### config.mk
export PLATFORM = sky130hd
export DESIGN_NAME = masked_and_sequencer
export DESIGN_NICKNAME = d
export VERILOG_FILES = /design/src/rtl/masked_and_sequencer.sv
export SDC_FILE = /design/constraint.sdc
export NUM_CORES = 1
export LEC_CHECK = 0
export CAP_MARGIN = 30
export CORE_MARGIN = 2
export CORE_UTILIZATION = 49
export DETAILED_ROUTE_END_ITERATION = 12
export GPL_ROUTABILITY_DRIVEN = 1
export MAX_ROUTING_LAYER = met4
export PLACE_DENSITY = 0.83
export SLEW_MARGIN = 20
export SYNTH_ARGS = -nofsm -noshare
export SYNTH_HDL_FRONTEND = slang
export SYNTH_SLANG_ARGS = --single-unit
### constraint.sdc
create_clock -name clk -period 2.1 [get_ports clk]
set_clock_uncertainty 0.2 [all_clocks]
set_input_delay 0.315 -clock clk [delete_from_list [all_inputs] [get_ports clk]]
set_output_delay 0.315 -clock clk [all_outputs]
set_load 0.005 [all_outputs]
### src/rtl/masked_and_sequencer.sv
`default_nettype none
// ============================================================================
// Module  : masked_and_sequencer
// Brief   : Share-splitting initiator for a D-share masked AND gadget, with
//           LFSR randomness, gadget resynchronisation and a valid/ready result.
// Revision: 1.0 - initial release
// ============================================================================
module masked_and_sequencer #(
  parameter int          D         = 3,
  parameter int          LAT       = 3,
  parameter logic [15:0] LFSR_SEED = 16'hACE1
) (
  input  logic                   clk,
  input  logic                   rst_n,
  input  logic                   req_valid,
  output logic                   req_ready,
  input  logic                   a_in,
  input  logic                   b_in,
  output logic                   resp_valid,
  input  logic                   resp_ready,
  output logic                   resp_y,
  input  logic                   reseed,
  input  logic [15:0]            reseed_val,
  output logic [0:D-1]           and_ina,
  output logic [0:D-1]           and_inb,
  output logic [0:D*(D-1)/2-1]   and_rin,
  output logic                   and_enable,
  input  logic                   and_done,
  input  logic [0:D-1]           and_out,
  output logic                   err
);

  localparam int RS = D * (D - 1) / 2;
  localparam int R  = 2 * (D - 1) + RS;
  localparam int CW = $clog2(LAT + 1);

  typedef enum logic [2:0] {
    S_IDLE    = 3'd0,
    S_RUN     = 3'd1,
    S_CAPT    = 3'd2,
    S_SYNC_HI = 3'd3,
    S_SYNC_LO = 3'd4,
    S_RESP    = 3'd5
  } state_t;

  state_t          r_state;
  state_t          w_next;
  logic [15:0]     r_lfsr;
  logic [15:0]     w_lfsr_adv;
  logic [CW-1:0]   r_cnt;
  logic [CW-1:0]   r_pulse;
  logic [0:D-1]    r_ina;
  logic [0:D-1]    r_inb;
  logic [0:RS-1]   r_rin;
  logic [0:D-1]    w_a_sh;
  logic [0:D-1]    w_b_sh;
  logic [0:RS-1]   w_rin;
  logic            r_y;
  logic            r_err;
  logic            w_accept;
  logic            w_xa;
  logic            w_xb;

  assign w_accept = (r_state == S_IDLE) && req_valid;

  always_comb begin
    w_lfsr_adv = r_lfsr;
    for (int s = 0; s < R; s++) begin
      w_lfsr_adv = {w_lfsr_adv[14:0],
                    w_lfsr_adv[15] ^ w_lfsr_adv[13] ^ w_lfsr_adv[12] ^ w_lfsr_adv[10]};
    end
  end

  // Share 0 absorbs the operand so that the XOR of all shares is the operand.
  always_comb begin
    w_a_sh = '0;
    w_b_sh = '0;
    w_rin  = '0;
    w_xa   = a_in;
    w_xb   = b_in;
    for (int i = 1; i < D; i++) begin
      w_a_sh[i] = r_lfsr[i-1];
      w_b_sh[i] = r_lfsr[D-2+i];
      w_xa      = w_xa ^ r_lfsr[i-1];
      w_xb      = w_xb ^ r_lfsr[D-2+i];
    end
    w_a_sh[0] = w_xa;
    w_b_sh[0] = w_xb;
    for (int k = 0; k < RS; k++) begin
      w_rin[k] = r_lfsr[2*(D-1)+k];
    end
  end

  always_ff @(posedge clk or negedge rst_n) begin
    if (!rst_n) begin
      r_state <= S_IDLE;
    end else begin
      r_state <= w_next;
    end
  end

  always_comb begin
    w_next = r_state;
    case (r_state)
      S_IDLE:    if (req_valid) w_next = S_RUN;
      S_RUN:     if (r_cnt == CW'(LAT - 1)) w_next = S_CAPT;
      S_CAPT:    w_next = and_done ? S_RESP : S_SYNC_HI;
      S_SYNC_HI: w_next = S_SYNC_LO;
      S_SYNC_LO: w_next = (and_done || (r_pulse == CW'(LAT))) ? S_RUN : S_SYNC_HI;
      S_RESP:    if (resp_ready) w_next = S_IDLE;
      default:   w_next = S_IDLE;
    endcase
  end

  always_ff @(posedge clk or negedge rst_n) begin
    if (!rst_n) begin
      r_lfsr  <= LFSR_SEED;
      r_cnt   <= '0;
      r_pulse <= '0;
      r_ina   <= '0;
      r_inb   <= '0;
      r_rin   <= '0;
      r_y     <= 1'b0;
      r_err   <= 1'b0;
    end else begin
      if (reseed) begin
        r_lfsr <= (reseed_val == 16'h0000) ? LFSR_SEED : reseed_val;
      end else if (w_accept) begin
        r_lfsr <= w_lfsr_adv;
      end

      r_cnt <= (r_state == S_RUN) ? r_cnt + 1'b1 : '0;

      if (r_state == S_SYNC_HI) begin
        r_pulse <= r_pulse + 1'b1;
      end else if (r_state == S_CAPT) begin
        r_pulse <= '0;
      end

      if (w_accept) begin
        r_ina <= w_a_sh;
        r_inb <= w_b_sh;
        r_rin <= w_rin;
      end else if ((r_state == S_RESP) && resp_ready) begin
        r_ina <= '0;
        r_inb <= '0;
        r_rin <= '0;
        r_y   <= 1'b0;
      end

      if (r_state == S_CAPT) begin
        if (and_done) begin
          r_y <= ^and_out;
        end else begin
          r_err <= 1'b1;
        end
      end
    end
  end

  assign req_ready  = (r_state == S_IDLE);
  assign resp_valid = (r_state == S_RESP);
  assign resp_y     = r_y;
  assign and_enable = (r_state == S_RUN) || (r_state == S_SYNC_HI);
  assign and_ina    = r_ina;
  assign and_inb    = r_inb;
  assign and_rin    = r_rin;
  assign err        = r_err;

endmodule
`default_nettype wire

==> metrics.txt, run 1 <==
Synth top area share=0.365; final hold vios=0; largest net degree at the start of global routing=35; post-layout minimum cycle time=2030 ps; syn_nets=199; fin nets=251; grt total ovfl=0; kind of critical path=reg2out; Total Power=approximately 2.7 mW; number of synthesized flops with an enable pin=0; Mapped Avg Cell Area=approximately 10 um2; Worst path slowest cell=clkdlybuf4s50_1; number of global-route vias before repair=1477; Routed Wire Length=4210 um; Die X=64.3 um; dpl hpwl=roughly 3200 um; leakage dissipation=1.02 nW; PnR worst setup slack=66.8 ps; crit-path cells=nand2b_4, nor2_1, clkdlybuf4s50_1; Arrival @ worst endpoint=1520 ps; CP Buf/Inv Count=1; top-level I/O count=41; Final period util=0.968; CTS Root Cell=clkbuf_4; Largest delay share family, worst path=buffers and inverters; DRC=0; number of synthesized register bits=34; peak supply drop=0.578 mV; clock power share=0.145; initial antenna violation count=0; ANT cells=0; PwrDens=1130 nW/um2; WL per Instance=15.7 um; hold buffers post-CTS=0; DRT iter0 DRCs=63; filler cell count=267; sequential cell area=865 um2; synthesis warning total=0; endpoints failing setup=0; share of cells above drive strength 1=0.166; critical path endpoint category=output pin; cts bufs inserted=5; R2R depth=5; remaining antenna violation count=0; Port Buffers=40; chip height=between 60 and 70 um; NetSw=920 uW; commonest non-fill, non-tap cell in the layout=clkdlybuf4s50_1; CTS tree=yes; maximum clock rate=492 MHz; count of cell types in the netlist=37; vias per inst=5.46; slowest stage delay, CP=500 ps; Sw Share=0.344; status=finished clean; initial core utilization=0.522; first-pass GRT wire length=around 6900 um; Clk Latency, worst-skew pair=340 ps; H-tree lvl count=2; Final Max Tran Viols=0; First-pass DRT Iterations=4; std cell rows=21; GR Util All Layers=0.230; Least-Margin Pin Slew=420 ps; cell depth of the worst setup path=3; core area=3420 um2; Clock Tree Buf Depth=2; CP Data Required Time=about 1600 ps; prevailing post-synth register cell=dfrtp_1; multi-input combinational cell area=roughly 860 um2; Yosys top cell by area=dfrtp_1; worst min path class=in2async; GP Congestion=0.976; Slew headroom=0.717; RSZ-0062 raised after global routing=false; sequential share of power=0.397; MaxCap Viol Count=0; asr flop ratio synth=1.00; Logic pwr share=0.459; largest cells by area after synthesis=dfrtp_1 36%, dfstp_2 12%, xnor2_1 8.8%, mux2i_1 5.6%, o21ai_0 4.5%; Post-Syn Area=1780 um2; Startpoint Class=register; Reg clk slew, reported paths=110 ps; Placement Setup Slack=-53.1 ps; Die Footprint=4140 um2; commonest cells after routing, fill and taps aside=39 x clkdlybuf4s50_1, 23 x dfrtp_1, 21 x nand2_1, 18 x xnor2_1, 16 x o21ai_0; total number of vias=around 1500; Post-Syn Instances=170; worst-path maximum fanout=5; register area share after synthesis=0.483; CTS sink count=34; Layout area overhead=32.7%; P_int=1.75 mW
-- kinds of logic (layout without fill, tap and decap cells) --
family | Yosys count | after routing | share of synthesized area
and+or+nand+nor | 40 | 40 | 0.115
buffers and inverters | 14 | 67 | 0.0407
AOI/OAI and AO/OA | 47 | 47 | 0.175
DFF | 34 | 34 | 0.483
xor gates and xnor gates | 22 | 22 | 0.108
muxes | 11 | 11 | 0.0646
adders and majority gates | 2 | 2 | 0.0140
-- worst reg2reg max path, stage by stage (launching register included) --
cell	delay, ps
dfrtp_2	470
buf_6	130
buf_4	160
o31a_1	330
or2_1	300
a22o_1	250
-- synthesized netlist by cell type, types with 2 or more instances --
cell type,count
nor3_1,3
inv_1,5
xor2_1,4
o21ai_0,16
o21a_1,2
a21oi_1,6
a2bb2oi_1,3
a21o_1,2
a211oi_1,2
clkbuf_1,5
ha_1,2
dfstp_2,8
dfrtp_1,26
nand2b_1,5
o21ai_1,4
xnor2_1,18
nand2_1,21
a22o_1,6
nor4_1,4
buf_6,2
mux2i_1,10
-- power groups by stage --
stage	clock, mW	sequential, mW	combinational (mW)
2_1_floorplan	0	1.04	0.711
3_3_place_gp	0	1.07	1.08
3_5_place_dp	0	1.09	1.13
4_1_cts	0.393	1.06	1.23
5_1_grt	0.431	1.09	1.36
6_report	0.387	1.06	1.23
-- final timing paths --
kind	start	end	slack, ps
max	r_state[1]	resp_valid	70
min	rst_n	r_cnt[0]	170
max reg2reg	r_state[0]	and_inb[0]	160
min reg2reg	r_cnt[0]	r_cnt[0]	240
max in group asynchronous	rst_n	r_lfsr[10]	1190
min in group clk	r_cnt[0]	r_cnt[0]	240
-- stage by stage --
step | util | cells | area (um2) | hold slack, ps | TNS (ps)
floorplan | - | 170 | 1780 | -181 | 0
global placement | 0.658 | 255 | 2250 | 218 | 0
detailed placement | 0.658 | 255 | 2250 | 230 | -140
CTS | 0.692 | 269 | 2360 | 174 | 0
global route | 0.693 | 269 | 2370 | 197 | 0
finish | 0.693 | 269 | 2370 | 173 | 0
-- final cells by class --
| cell class | count | share of cell area |
|---|---|---|
| clock inverters | 1 | 0.00212 |
| well taps | 46 | 0.0243 |
| multi-input cells | 122 | 0.362 |
| inverters | 5 | 0.00793 |
| repair buffers | 54 | 0.215 |
| clock buffers | 7 | 0.0233 |
| flip-flops and latches | 34 | 0.365 |
-- state kept, by name, summed over array words and instances, names as in the netlist --
register and cells:
r_lfsr 16, r_pulse 2, resp_y 1, r_cnt 2, r_state 3, err 1, and_ina 3, and_inb 3
and_rin 3
-- routing by layer --
| metal | share of wire | GRT usage |
|---|---|---|
| met2 | 0.51 | 0.370 |
| met4 | 0.022 | 0.0851 |
| met5 | 0 | - |
| met3 | 0.048 | 0.0599 |
| met1 | 0.42 | 0.279 |
-- repair_timing --
action                     CTS  global route
buffers inserted             6             0
gates resized for setup      6             1
pin swaps                    1             0
setup endpoints to repair    3             2
Note: power is estimated with default switching activity, not from simulation.
==> inputs of run 2 (changes only) <==
--- a/config.mk
+++ b/config.mk
@@ -8,6 +8,7 @@
 export CAP_MARGIN = 30
 export CORE_MARGIN = 2
 export CORE_UTILIZATION = 49
+export CTS_CLUSTER_SIZE = 10
 export DETAILED_ROUTE_END_ITERATION = 12
 export GPL_ROUTABILITY_DRIVEN = 1
 export MAX_ROUTING_LAYER = met4
==> results of run 2 <==
Same layout as run 1: the final DEF is identical, and so are final timing and power.
==> inputs of run 3 (changes only) <==
--- a/config.mk
+++ b/config.mk
@@ -11,6 +11,7 @@
 export CTS_CLUSTER_SIZE = 10
 export DETAILED_ROUTE_END_ITERATION = 12
 export GPL_ROUTABILITY_DRIVEN = 1
+export GPL_TIMING_DRIVEN = 0
 export MAX_ROUTING_LAYER = met4
 export PLACE_DENSITY = 0.83
 export SLEW_MARGIN = 20
==> run 3 against run 2 <==
Sequential power about the same. Highest routed layer unchanged. Register-to-register slack worse by 60 ps. Sequential cell count stayed put. Combinational power up 5%. Worst hold slack improved by 14 ps. Critical path depth is 3 higher. Global-route usage grew 1.2 points. Final cell count up 1.1%. Non-clock buffer count increased by 3. Worst setup slack improved by 33 ps.
==> metrics.txt, run 3 (synthesized netlist as in run 1, its figures left out) <==
status=finished clean (unchanged); commonest cells after routing, fill and taps aside=35 x clkdlybuf4s50_1, 24 x dfrtp_1, 21 x nand2_1, 18 x xnor2_1, 16 x o21ai_0 (was 39 x clkdlybuf4s50_1, 23 x dfrtp_1, 21 x nand2_1, 18 x xnor2_1, 16 x o21ai_0); final hold vios=0 (unchanged); endpoints failing setup=0 (unchanged); initial core utilization=0.522 (unchanged); GP Congestion=0.892 (was 0.976); setup TNS=0 ps (unchanged); number of global-route vias before repair=1532 (was 1477); GR Util All Layers=0.242 (was 0.230); largest net degree at the start of global routing=35 (unchanged); vias per inst=5.51 (was 5.46); CP dominant cell by count=buf_4; RR Startpoint=r_state[0] (unchanged); Clock Tree Buf Depth=2 (unchanged); worst min path class=in2reg (was in2async); Die X=64.3 um (unchanged); PwrDens=1150 nW/um2 (was 1130 nW/um2); Total Power=2.74 mW (was 2.67 mW); CP Data Required Time=2150 ps (was 1580 ps); Final Max Tran Viols=0 (unchanged); Slew headroom=0.509 (was 0.717); RR Endpoint=and_ina[0] (was and_inb[0]); DRC=0 (unchanged); ANT cells=0 (unchanged); cts bufs inserted=5 (unchanged); CTS sink count=34 (unchanged); WL per Instance=16.1 um (was 15.7 um); kind of critical path=reg2reg (was reg2out); launch point of the worst hold path=reseed; Clk Latency, worst-skew pair=350 ps (was 340 ps); total number of vias=1499 (was 1470); fin nets=254 (was 251); Critical path origin=r_state[0] (was r_state[1]); H-tree lvl count=2 (unchanged); Least-Margin Pin Slew=737 ps (was 420 ps); Largest Register=r_lfsr (unchanged); max reg flops=16 (unchanged); maximum clock rate=500 MHz (was 492 MHz); Hold Path End=r_lfsr[0]; post-layout minimum cycle time=2000 ps (was 2030 ps); Startpoint Class=register (unchanged); Die Footprint=4140 um2 (unchanged); Worst path slowest cell=dfrtp_2 (was clkdlybuf4s50_1); top-level I/O count=41 (unchanged); CTS Root Cell=clkbuf_4 (unchanged); std cell rows=21 (unchanged); placed cells=255 (unchanged); chip height=64.3 um (unchanged); First-pass DRT Iterations=4 (unchanged); MaxCap Viol Count=0 (unchanged); Final period util=0.953 (was 0.968); slowest stage delay, CP=450 ps (was 500 ps); Layout area overhead=33.5% (was 32.7%); critical path endpoint category=register (was output pin); final std cells w/o fill=272 (was 269); R2R depth=6 (was 5); leakage dissipation=1.04 nW (was 1.02 nW); share of cells above drive strength 1=0.159 (was 0.166); crit-path cells=buf_4, buf_4, o31a_1, or2_1, buf_2, a22o_1 (was nand2b_4, nor2_1, clkdlybuf4s50_1); peak supply drop=0.641 mV (was 0.578 mV); PnR worst setup slack=99.4 ps (was 66.8 ps); Port Buffers=39 (was 40); core area=3420 um2 (unchanged); dpl hpwl=3170 um (was 3210 um); Reg clk slew, reported paths=110 ps (about the same); R2R setup slack=100 ps (was 160 ps); initial antenna violation count=0 (unchanged); Placement Setup Slack=-129 ps (was -53.1 ps); remaining antenna violation count=0 (unchanged); CTS tree=yes (unchanged); grt total ovfl=0 (unchanged); Hold Path Cell Cnt=3; worst-path maximum fanout=6 (was 5); Arrival @ worst endpoint=2050 ps (was 1520 ps); commonest non-fill, non-tap cell in the layout=clkdlybuf4s50_1 (unchanged); first-pass GRT wire length=7220 um (was 6930 um); Routed Wire Length=4370 um (was 4210 um); DRT iter0 DRCs=79 (was 63); RSZ-0062 raised after global routing=false (unchanged)
## run 3: how the worst max path moves through the flow
stage,to,cells after the start
after floorplan,r_lfsr[15],5
after global placement,and_rin[1],1
after detailed placement,r_lfsr[7],5
after CTS,req_ready,2
after global routing,and_ina[0],6
final,and_ina[0],6
## run 3: metrics by stage
stage / hold WS, ps / cell area (um2) / utilization
3_3_place_gp: 219 / 2230 / 0.653
3_5_place_dp: 217 / 2230 / 0.652
5_1_grt: 177 / 2380 / 0.697
6_report: 187 / 2380 / 0.697
4_1_cts: 157 / 2370 / 0.693
2_1_floorplan: -181 / 1780 / -
## run 3: final cells by class
| cell class | instances | area (um2) |
|---|---|---|
| Clock inverter | 1 | 5.00 |
| Sequential cell | 34 | 863 |
| Timing Repair Buffer | 48 | 455 |
| Multi-Input combinational cell | 122 | 857 |
| Inverter | 5 | 18.8 |
| Tap cell | 46 | 57.6 |
| Fill cell | 255 | 1040 |
| Buffer | 9 | 67.6 |
| Clock buffer | 7 | 55.1 |
## run 3: layer usage
metal | part of all wire | track usage
met5 | 0 | -
met4 | 0.037 | 0.128
met3 | 0.042 | 0.0669
met2 | 0.51 | 0.391
met1 | 0.41 | 0.273
## run 3: timing repair
item | 4_1_cts | 5_1_grt
hold endpoints to repair | 26 | 0
gates resized for setup | 8 | 2
hold buffers | 1 | 0
setup buffers | 7 | 1
pin swaps | 1 | 0
endpoints found under the setup margin | 3 | 1
## run 3: where the power goes
part	total [mW]	switching [mW]	internal, mW
Combinational	1.29	0.551	0.740
Clock	0.387	0.224	0.162
Sequential	1.06	0.173	0.887
## run 3: worst max-delay path: cells and delay by family, from the launching register on
family,cells,cell delay [ps]
buffers and inverters,3,430
AOI/OAI and AO/OA,2,580
DFF,1,450
and+or+nand+nor,1,230
